$ cat config.mk
export PLATFORM = sky130hd
export DESIGN_NAME = pipe_skid_reg_flat
export DESIGN_NICKNAME = d
export VERILOG_FILES = /design/src/rtl/pipe_skid_reg_if.sv /design/src/rtl/pipe_skid_reg.sv /design/src/flat_wrapper.sv
export SDC_FILE = /design/constraint.sdc
export NUM_CORES = 1
export LEC_CHECK = 0
export CORE_MARGIN = 3
export CORE_UTILIZATION = 45
export CTS_BUF_LIST = sky130_fd_sc_hd__clkbuf_4
export DETAILED_ROUTE_END_ITERATION = 6
export DONT_BUFFER_PORTS = 1
export PLACE_DENSITY = 0.59
export SETUP_SLACK_MARGIN = 0.3
export SYNTH_ARGS = -nofsm -noshare
export SYNTH_HDL_FRONTEND = slang
export SYNTH_SLANG_ARGS = --single-unit
$ cat constraint.sdc
create_clock -name clk -period 2 [get_ports clk]
set_clock_uncertainty 0.1 [all_clocks]
set_input_delay 0.4 -clock clk [delete_from_list [all_inputs] [get_ports clk]]
set_output_delay 0.4 -clock clk [all_outputs]
set_load 0.05 [all_outputs]
$ cat src/rtl/pipe_skid_reg_if.sv
// Ready/valid handshake bundle for one pipeline stage boundary, plus flush and occupancy.
// The slave modport is the stage register; the master modport is whatever surrounds it.
interface pipe_skid_reg_if #(
  parameter int unsigned LANES  = 5,
  parameter int unsigned FLAG_W = 1
);
  logic                  in_valid;
  logic                  in_ready;
  logic [LANES*32-1:0]   in_data;
  logic [FLAG_W-1:0]     in_flags;
  logic                  out_valid;
  logic                  out_ready;
  logic [LANES*32-1:0]   out_data;
  logic [FLAG_W-1:0]     out_flags;
  logic                  flush;
  logic [1:0]            occupancy;

  modport master (
    output in_valid, in_data, in_flags, out_ready, flush,
    input  in_ready, out_valid, out_data, out_flags, occupancy
  );

  modport slave (
    input  in_valid, in_data, in_flags, out_ready, flush,
    output in_ready, out_valid, out_data, out_flags, occupancy
  );
endinterface

$ cat src/rtl/pipe_skid_reg.sv
// Ready/valid pipeline stage register with a one-entry skid buffer and synchronous flush.
// in_ready and out_valid come straight from the state register, so no comb path crosses the stage.
module pipe_skid_reg #(
  parameter int unsigned LANES  = 5,
  parameter int unsigned FLAG_W = 1
) (
  input logic             clk,
  input logic             reset,
  pipe_skid_reg_if.slave  bus
);

  typedef enum logic [1:0] {
    EMPTY = 2'd0,
    BUSY  = 2'd1,
    FULL  = 2'd2
  } state_t;

  state_t                state_q, state_d;
  logic [LANES*32-1:0]   main_data_q, main_data_d;
  logic [FLAG_W-1:0]     main_flags_q, main_flags_d;
  logic [LANES*32-1:0]   skid_data_q, skid_data_d;
  logic [FLAG_W-1:0]     skid_flags_q, skid_flags_d;

  logic in_fire;
  logic out_fire;

  assign bus.in_ready  = (state_q != FULL);
  assign bus.out_valid = (state_q != EMPTY);
  assign bus.out_data  = main_data_q;
  assign bus.out_flags = main_flags_q;
  assign bus.occupancy = state_q;

  assign in_fire  = bus.in_valid  & bus.in_ready;
  assign out_fire = bus.out_valid & bus.out_ready;

  always_comb begin
    state_d      = state_q;
    main_data_d  = main_data_q;
    main_flags_d = main_flags_q;
    skid_data_d  = skid_data_q;
    skid_flags_d = skid_flags_q;

    if (bus.flush) begin
      state_d      = EMPTY;
      main_data_d  = '0;
      main_flags_d = '0;
      skid_data_d  = '0;
      skid_flags_d = '0;
    end else begin
      unique case (state_q)
        EMPTY: begin
          if (in_fire) begin
            main_data_d  = bus.in_data;
            main_flags_d = bus.in_flags;
            state_d      = BUSY;
          end
        end
        BUSY: begin
          if (in_fire && out_fire) begin
            main_data_d  = bus.in_data;
            main_flags_d = bus.in_flags;
          end else if (in_fire) begin
            skid_data_d  = bus.in_data;
            skid_flags_d = bus.in_flags;
            state_d      = FULL;
          end else if (out_fire) begin
            // an empty main register must present a nop (all-zero instr) downstream
            main_data_d  = '0;
            main_flags_d = '0;
            state_d      = EMPTY;
          end
        end
        FULL: begin
          if (out_fire) begin
            main_data_d  = skid_data_q;
            main_flags_d = skid_flags_q;
            skid_data_d  = '0;
            skid_flags_d = '0;
            state_d      = BUSY;
          end
        end
        default: begin
          state_d      = EMPTY;
          main_data_d  = '0;
          main_flags_d = '0;
          skid_data_d  = '0;
          skid_flags_d = '0;
        end
      endcase
    end
  end

  always_ff @(posedge clk or negedge reset) begin
    if (!reset) begin
      state_q      <= EMPTY;
      main_data_q  <= '0;
      main_flags_q <= '0;
      skid_data_q  <= '0;
      skid_flags_q <= '0;
    end else begin
      state_q      <= state_d;
      main_data_q  <= main_data_d;
      main_flags_q <= main_flags_d;
      skid_data_q  <= skid_data_d;
      skid_flags_q <= skid_flags_d;
    end
  end

endmodule

$ cat src/flat_wrapper.sv
// flat-port wrapper written by rule: the top's interface ports become plain ports
module pipe_skid_reg_flat 
#(
  parameter int unsigned LANES  = 5,
  parameter int unsigned FLAG_W = 1
)
  (clk, reset, bus_in_valid, bus_in_data, bus_in_flags, bus_out_ready, bus_flush, bus_in_ready, bus_out_valid, bus_out_data, bus_out_flags, bus_occupancy);
  pipe_skid_reg_if #(.LANES(LANES), .FLAG_W(FLAG_W)) bus_i ();
  input logic clk;
  input logic reset;
  input wire logic [$bits(bus_i.in_valid)-1:0] bus_in_valid;
  input wire logic [$bits(bus_i.in_data)-1:0] bus_in_data;
  input wire logic [$bits(bus_i.in_flags)-1:0] bus_in_flags;
  input wire logic [$bits(bus_i.out_ready)-1:0] bus_out_ready;
  input wire logic [$bits(bus_i.flush)-1:0] bus_flush;
  output wire logic [$bits(bus_i.in_ready)-1:0] bus_in_ready;
  output wire logic [$bits(bus_i.out_valid)-1:0] bus_out_valid;
  output wire logic [$bits(bus_i.out_data)-1:0] bus_out_data;
  output wire logic [$bits(bus_i.out_flags)-1:0] bus_out_flags;
  output wire logic [$bits(bus_i.occupancy)-1:0] bus_occupancy;
  assign bus_i.in_valid = bus_in_valid;
  assign bus_i.in_data = bus_in_data;
  assign bus_i.in_flags = bus_in_flags;
  assign bus_i.out_ready = bus_out_ready;
  assign bus_i.flush = bus_flush;
  assign bus_in_ready = bus_i.in_ready;
  assign bus_out_valid = bus_i.out_valid;
  assign bus_out_data = bus_i.out_data;
  assign bus_out_flags = bus_i.out_flags;
  assign bus_occupancy = bus_i.occupancy;
  pipe_skid_reg #(.LANES(LANES), .FLAG_W(FLAG_W)) u_core (.clk(clk), .reset(reset), .bus(bus_i));
endmodule
=== Word level (Yosys, flattened, before mapping) ===
Cells that the tools add are included.

* Output and inout port bits: 165
* Word-level logic and storage cells: 51
* Bits of input ports: 166
* Register bits after elaboration: 324

* Reduce and logical (&&, ||, !) cells: 6
* Multiplexer cells: 27
* Bitwise operators: 2
* Equality and inequality tests: 11

{| class="wikitable"
|+ Operators with widths
! cell !! number
|-
| two-way mux 160 bit || 8
|-
| one-hot mux 160 bit (3 select lines) || 2
|-
| two-way mux 2 bit || 6
|-
| AND reduction 4 bit || 3
|-
| inequality test 3 x 2 -> 1 bit (second input constant) || 3
|-
| two-way mux 1 bit || 8
|-
| inequality test 4 x 2 -> 1 bit (second input constant) || 2
|-
| one-hot mux 1 bit (3 select lines) || 2
|-
| one-hot mux 2 bit (3 select lines) || 1
|-
| inequality test 2 bit (second input constant) || 2
|-
| inequality test 4 bit (second input constant) || 1
|-
| inequality test 3 bit (second input constant) || 1
|-
| bitwise AND 1 bit || 2
|-
| equality test 2 x 1 -> 1 bit (second input constant) || 1
|-
| equality test 2 bit (second input constant) || 1
|-
| logical NOT 2 bit || 1
|-
| nonzero test 2 bit || 1
|-
| logical AND 1 bit || 1
|}

=== Longest topological paths before layout ===
* Word-level depth: 7
* Gate-level depth with buffers: 8
* Mapped depth without buffers: 4

=== Worst setup path after synthesis ===
No wires, ideal clock.

* Path type: flip-flop to output port
* Start: reg u_core.state_q[1] (netlist: u_core.bus.occupancy[1])
* End: out bus_in_ready
* Arrival time: 1.919 ns
* Setup slack: -0.419 ns
* Path buffers: 3
* Required time: 1.500 ns
* Stages on the path, launching flop included: 6
* Cells stage by stage: dfrtp_1 > buf_2 > buf_2 > buf_1 > nor2b_1 > inv_1

* Cells in the longest elaborated chain, start to end: 1

{| class="wikitable"
|+ Ends and longest elaborated chain
! element !! RTL line !! source
|-
| start: declaration || pipe_skid_reg.sv:18 || <nowiki>state_t state_q, state_d;</nowiki>
|-
| start signal: assignment || pipe_skid_reg.sv:101 || <nowiki>state_q <= state_d;</nowiki>
|-
| inequality test 2 bit || pipe_skid_reg.sv:27 || <nowiki>assign bus.in_ready = (state_q != FULL);</nowiki>
|-
| end: declaration || flat_wrapper.sv:16 || <nowiki>output wire logic [$bits(bus_i.in_ready)-1:0] bus_in_ready;</nowiki>
|}

No other way between the ends.

=== Final worst setup path ===
* Start: reg u_core.state_q[1] (netlist: u_core.bus.occupancy[1])
* End: reg u_core.main_data_q[118] (netlist: u_core.bus.out_data[118])

* Cells in the longest elaborated chain, start to end: 6
* Elaborated cells on any way between the ends: 16
* Those cells by class: eq/ne (7); mux (3); bitwise (2); reduce/logical (4)

{| class="wikitable"
|+ Ends and longest elaborated chain
! element !! RTL line !! source
|-
| inequality test 2 bit or nonzero test 2 bit (tied branches) || pipe_skid_reg.sv:27, pipe_skid_reg.sv:28 ||
|-
| bitwise AND 1 bit (on tied branches) || pipe_skid_reg.sv:33, pipe_skid_reg.sv:34 ||
|-
| logical AND 1 bit || pipe_skid_reg.sv:59 || <nowiki>if (in_fire && out_fire) begin</nowiki>
|-
| two-way mux 160 bit || pipe_skid_reg.sv:59 ||
|-
| one-hot mux 160 bit (3 select lines) || pipe_skid_reg.sv:50 || <nowiki>unique case (state_q)</nowiki>
|-
| two-way mux 160 bit || pipe_skid_reg.sv:43 || <nowiki>if (bus.flush) begin</nowiki>
|-
| end signal: assignment || pipe_skid_reg.sv:102 || <nowiki>main_data_q <= main_data_d;</nowiki>
|-
| end: declaration || pipe_skid_reg.sv:19 || <nowiki>logic [LANES*32-1:0] main_data_q, main_data_d;</nowiki>
|}

Parallel ways exist; a longest one is shown, timed or not.
A chain may end at the register's enable or synchronous reset.

==> results.txt <==
----------------------------------------------------
[Synthesis]
  Top cell type's share of synthesized area ... 55.3%
  Area of the mapped netlist ... 14700 µm²
  Synth top area cells ... dfrtp_1, a22o_1, mux2i_1
  Most repeated cell in the gate-level netlist after synthesis ... dfrtp_1
  Number of distinct standard cells referenced by the synthesized netlist ... 25
  Flip-flop cell with the highest count after synthesis ... dfrtp_1
  Cell types with the highest counts after synthesis ... dfrtp_1, a22o_1, mux2i_1, nand2_1, o21ai_0
  Count of flip-flops with a built-in enable after synthesis ... 0
  Cell type with the highest aggregate area in the netlist ... dfrtp_1
  Yosys warns ... 0
  #FFs+latches synth ... ~320
  Proportion of synthesized chip area in sequential cells ... 55.3%
  Cell count after synthesis ... 1275
  Post-synth net total ... between 1000 and 1500
  Avg Inst Size Synth ... 11.5 µm²
  FFs w/ async S/R, synth ... 100%

[Clock tree]
  Clock slew at the register clock pins of the worst setup and hold paths ... around 0.070 ns
  Count of clock tree sinks ... ~320
  Clock Tree Buf Depth ... 3
  Number of clock buffers inserted by TritonCTS ... 89
  Number of buffers added to fix hold violations after cts ... about 160
  H-Tree Depth ... 3
  Buffer cell driving the clock tree root ... clkbuf_4
  Clock tree from TritonCTS ... built
  Insertion delay of the later-clocked pin in the worst-skew pair ... ~0.77 ns

[Power]
  Overall power after layout ... roughly 17 mW
  Maximum ir drop on the vdd rail ... 0.000426 V
  Leak Pwr ... between 9 and 10 nW
  Power per cell area ... 802 nW/µm²

[Global route]
  Number of global-route vias before repair ... about 12000
  Initial antenna violation count ... 4
  Total global routing overflow ... 0
  Total Routing Usage GR ... between 20% and 30%
  First-pass GRT wire length ... between 70000 and 80000 µm
  Pin count of the biggest net entering global routing ... roughly 330

[Hold path]
  Worst Hold Class ... in2async

[Routing]
  Final Routed Wirelength ... 58500 µm
  Post-DRT Antenna Nets ... 0
  Drt pass-1 iters ... 5
  Per-cell routed wire length ... around 28 µm
  Number of remaining DRC errors ... 0
  Via count ... approximately 13000
  Routed via count divided by cell count ... between 6 and 7
  Initial detailed-routing violation count ... 1300

[Flow run]
  Max-cap check violation count ... 0

[Timing]
  Max_slew headroom ... ~5.4%
  Worst Tran Pin Value ... approximately 1.4 ns
  Smallest hold slack ... -0.770 ns
  Final setup violation count ... about 310
  Period utilization ... 115%
  Max Fclk ... approximately 0.44 GHz
  RSZ-0062 raised after global routing ... yes
  Hold violation total from the final report ... ~320
  Final Worst Setup Slack ... -0.295 ns
  Crit path time final ... around 2.3 ns
  Final Slew Violations ... 0

[Placed design]
  GPL Wtd Cong ... about 0.76
  Total half-perimeter wirelength after legalization and detailed placement ... about 24000 µm
  Post-Place Cells ... 1623
  IO Port Bufs ... 0

[Worst setup path]
  Crit end category ... register
  Cell depth of the worst flop-to-flop path ... 9
  Category of the critical setup timing path ... reg2reg
  Data required time at the worst endpoint ... around 2.6 ns
  Data arrival time of the critical path ... a little under 3 ns
  Worst Path Max Fanout ... 7
  CP Launch Type ... register

[Cells and area]
  Number of non-filler instances in the completed layout ... 2086
  Layout cell share with drive strength beyond 1 ... a little under a third
  Number of nets at the end of the flow ... between 1500 and 2000
  Synthesis-to-finish area growth ... 46.1%

[Floorplan]
  Ports placed on the boundary ... around 330
  Die width ... about 190 µm
  Core Footprint ... 31800 µm²
  Die Span Y ... around 190 µm
  Initial core utilization ... a little under half
  Row cnt ... 65
  Total Die Area ... between 30000 and 40000 µm²

[Run status]
  Outcome ... finished with violations
  Violations in the final reports ... hold timing, setup timing

----------------------------------------------------
critical path, stage by stage, from the launching register on:
cell,delay (ns)
dfrtp_4,0.53
buf_6,0.14
buf_6,0.11
mux2_4,0.31
o31ai_4,0.27
buf_6,0.19
buf_12,0.17
buf_12,0.12
clkbuf_16,0.14
a22o_1,0.14
what timing repair did:
action / in CTS / in global routing
pin swaps: 3 / 163
buffers inserted: 18 / 35
resized for setup: 167 / 137
endpoints found under the hold margin: 648 / 324
cloned: 20 / 73
setup endpoints to repair: 475 / 489
layer usage:
metal	part of all wire, %	track usage [%]	vias up
li1	-	-	5482
met4	3.3	9.45	2
met1	40	35.5	6635
met3	11	8.30	162
met2	46	42.2	821
met5	0.022	0	-
flip-flops by register name, indices dropped and copies added (netlist names):
signal / flops
u_core.bus.out_flags: 1
u_core.bus.out_data: 160
u_core.bus.occupancy: 2
u_core.skid_data_q: 160
u_core.skid_flags_q: 1
cell type report:
cell class / instances / area [µm²]
fill: 2251 / 10400
sequential: 324 / 8320
multi-input combinational: 824 / 6100
timing repair buffer: 349 / 5370
clock buffer: 128 / 961
tap: 435 / 544
clock inverter: 20 / 105
antenna: 5 / 12.5
inverter: 1 / 8.76
placed cells by master (no fill, tap or decap), types with 7 or more instances in the layout:
master	Yosys	routed
dlygate4sd3_1	0	164
clkinv_1	0	14
buf_12	0	43
a22o_1	322	322
buf_8	0	15
clkbuf_16	0	52
o21ai_0	161	146
buf_4	1	19
nand2_1	161	153
clkbuf_4	0	128
buf_6	0	23
buf_16	0	26
bufbuf_16	0	7
dfrtp_1	324	161
dfrtp_2	0	161
o21ai_2	0	7
o21ai_1	0	8
mux2i_1	161	161
worst paths after layout:
kind / start / to / slack [ns]
worst max-delay path: u_core.bus.occupancy[1]$_DFFE_PN0P_ / u_core.bus.out_data[118]$_DFFE_PN0P_ / -0.30
max in group asynchronous: reset / u_core.bus.occupancy[0]$_DFFE_PN0P_ / 1.24
worst min-delay path: reset / u_core.skid_data_q[11]$_DFFE_PN0P_ / -0.77
worst max register to register: u_core.bus.occupancy[1]$_DFFE_PN0P_ / u_core.bus.out_data[118]$_DFFE_PN0P_ / -0.30
min in group clk: bus_flush / u_core.bus.out_data[6]$_DFFE_PN0P_ / 0.16
worst min register to register: u_core.skid_data_q[116]$_DFFE_PN0P_ / u_core.skid_data_q[116]$_DFFE_PN0P_ / 0.41
through the flow:
step	instance area, µm²	setup WS, ns	util (%)	hold slack (ns)	setup TNS, ns
2_1_floorplan	14900	0.0585	-	0.00441	0
3_3_place_gp	15300	-0.0169	48.2	0.0150	-0.0418
3_5_place_dp	15300	-0.0269	48.2	0.0156	-0.0862
4_1_cts	19100	-0.334	60.1	-0.838	-24.63
5_1_grt	21400	-0.356	67.4	-0.853	-63.16
6_report	21400	-0.295	67.4	-0.770	-53.62
cells by family (layout without fill, tap and decap cells):
logic type	count (synthesis)	in the layout	share of synthesized area (%)
xor gates and xnor gates	1	1	0.0598
muxes	162	162	11.1
AOI/OAI and AO/OA	488	488	25.1
and+or+nand+nor	173	173	4.66
other	0	5	0
buffers and inverters	127	498	3.77
DFF	324	324	55.3
report_power, final:
part	internal [mW]	leakage, nW	switching [mW]
Combinational	1.59	4.39	1.39
Clock	3.04	0.642	2.92
Sequential	6.94	4.18	1.30
Total	11.6	9.21	5.61
No activity file was read; power rests on OpenSTA's default activity.
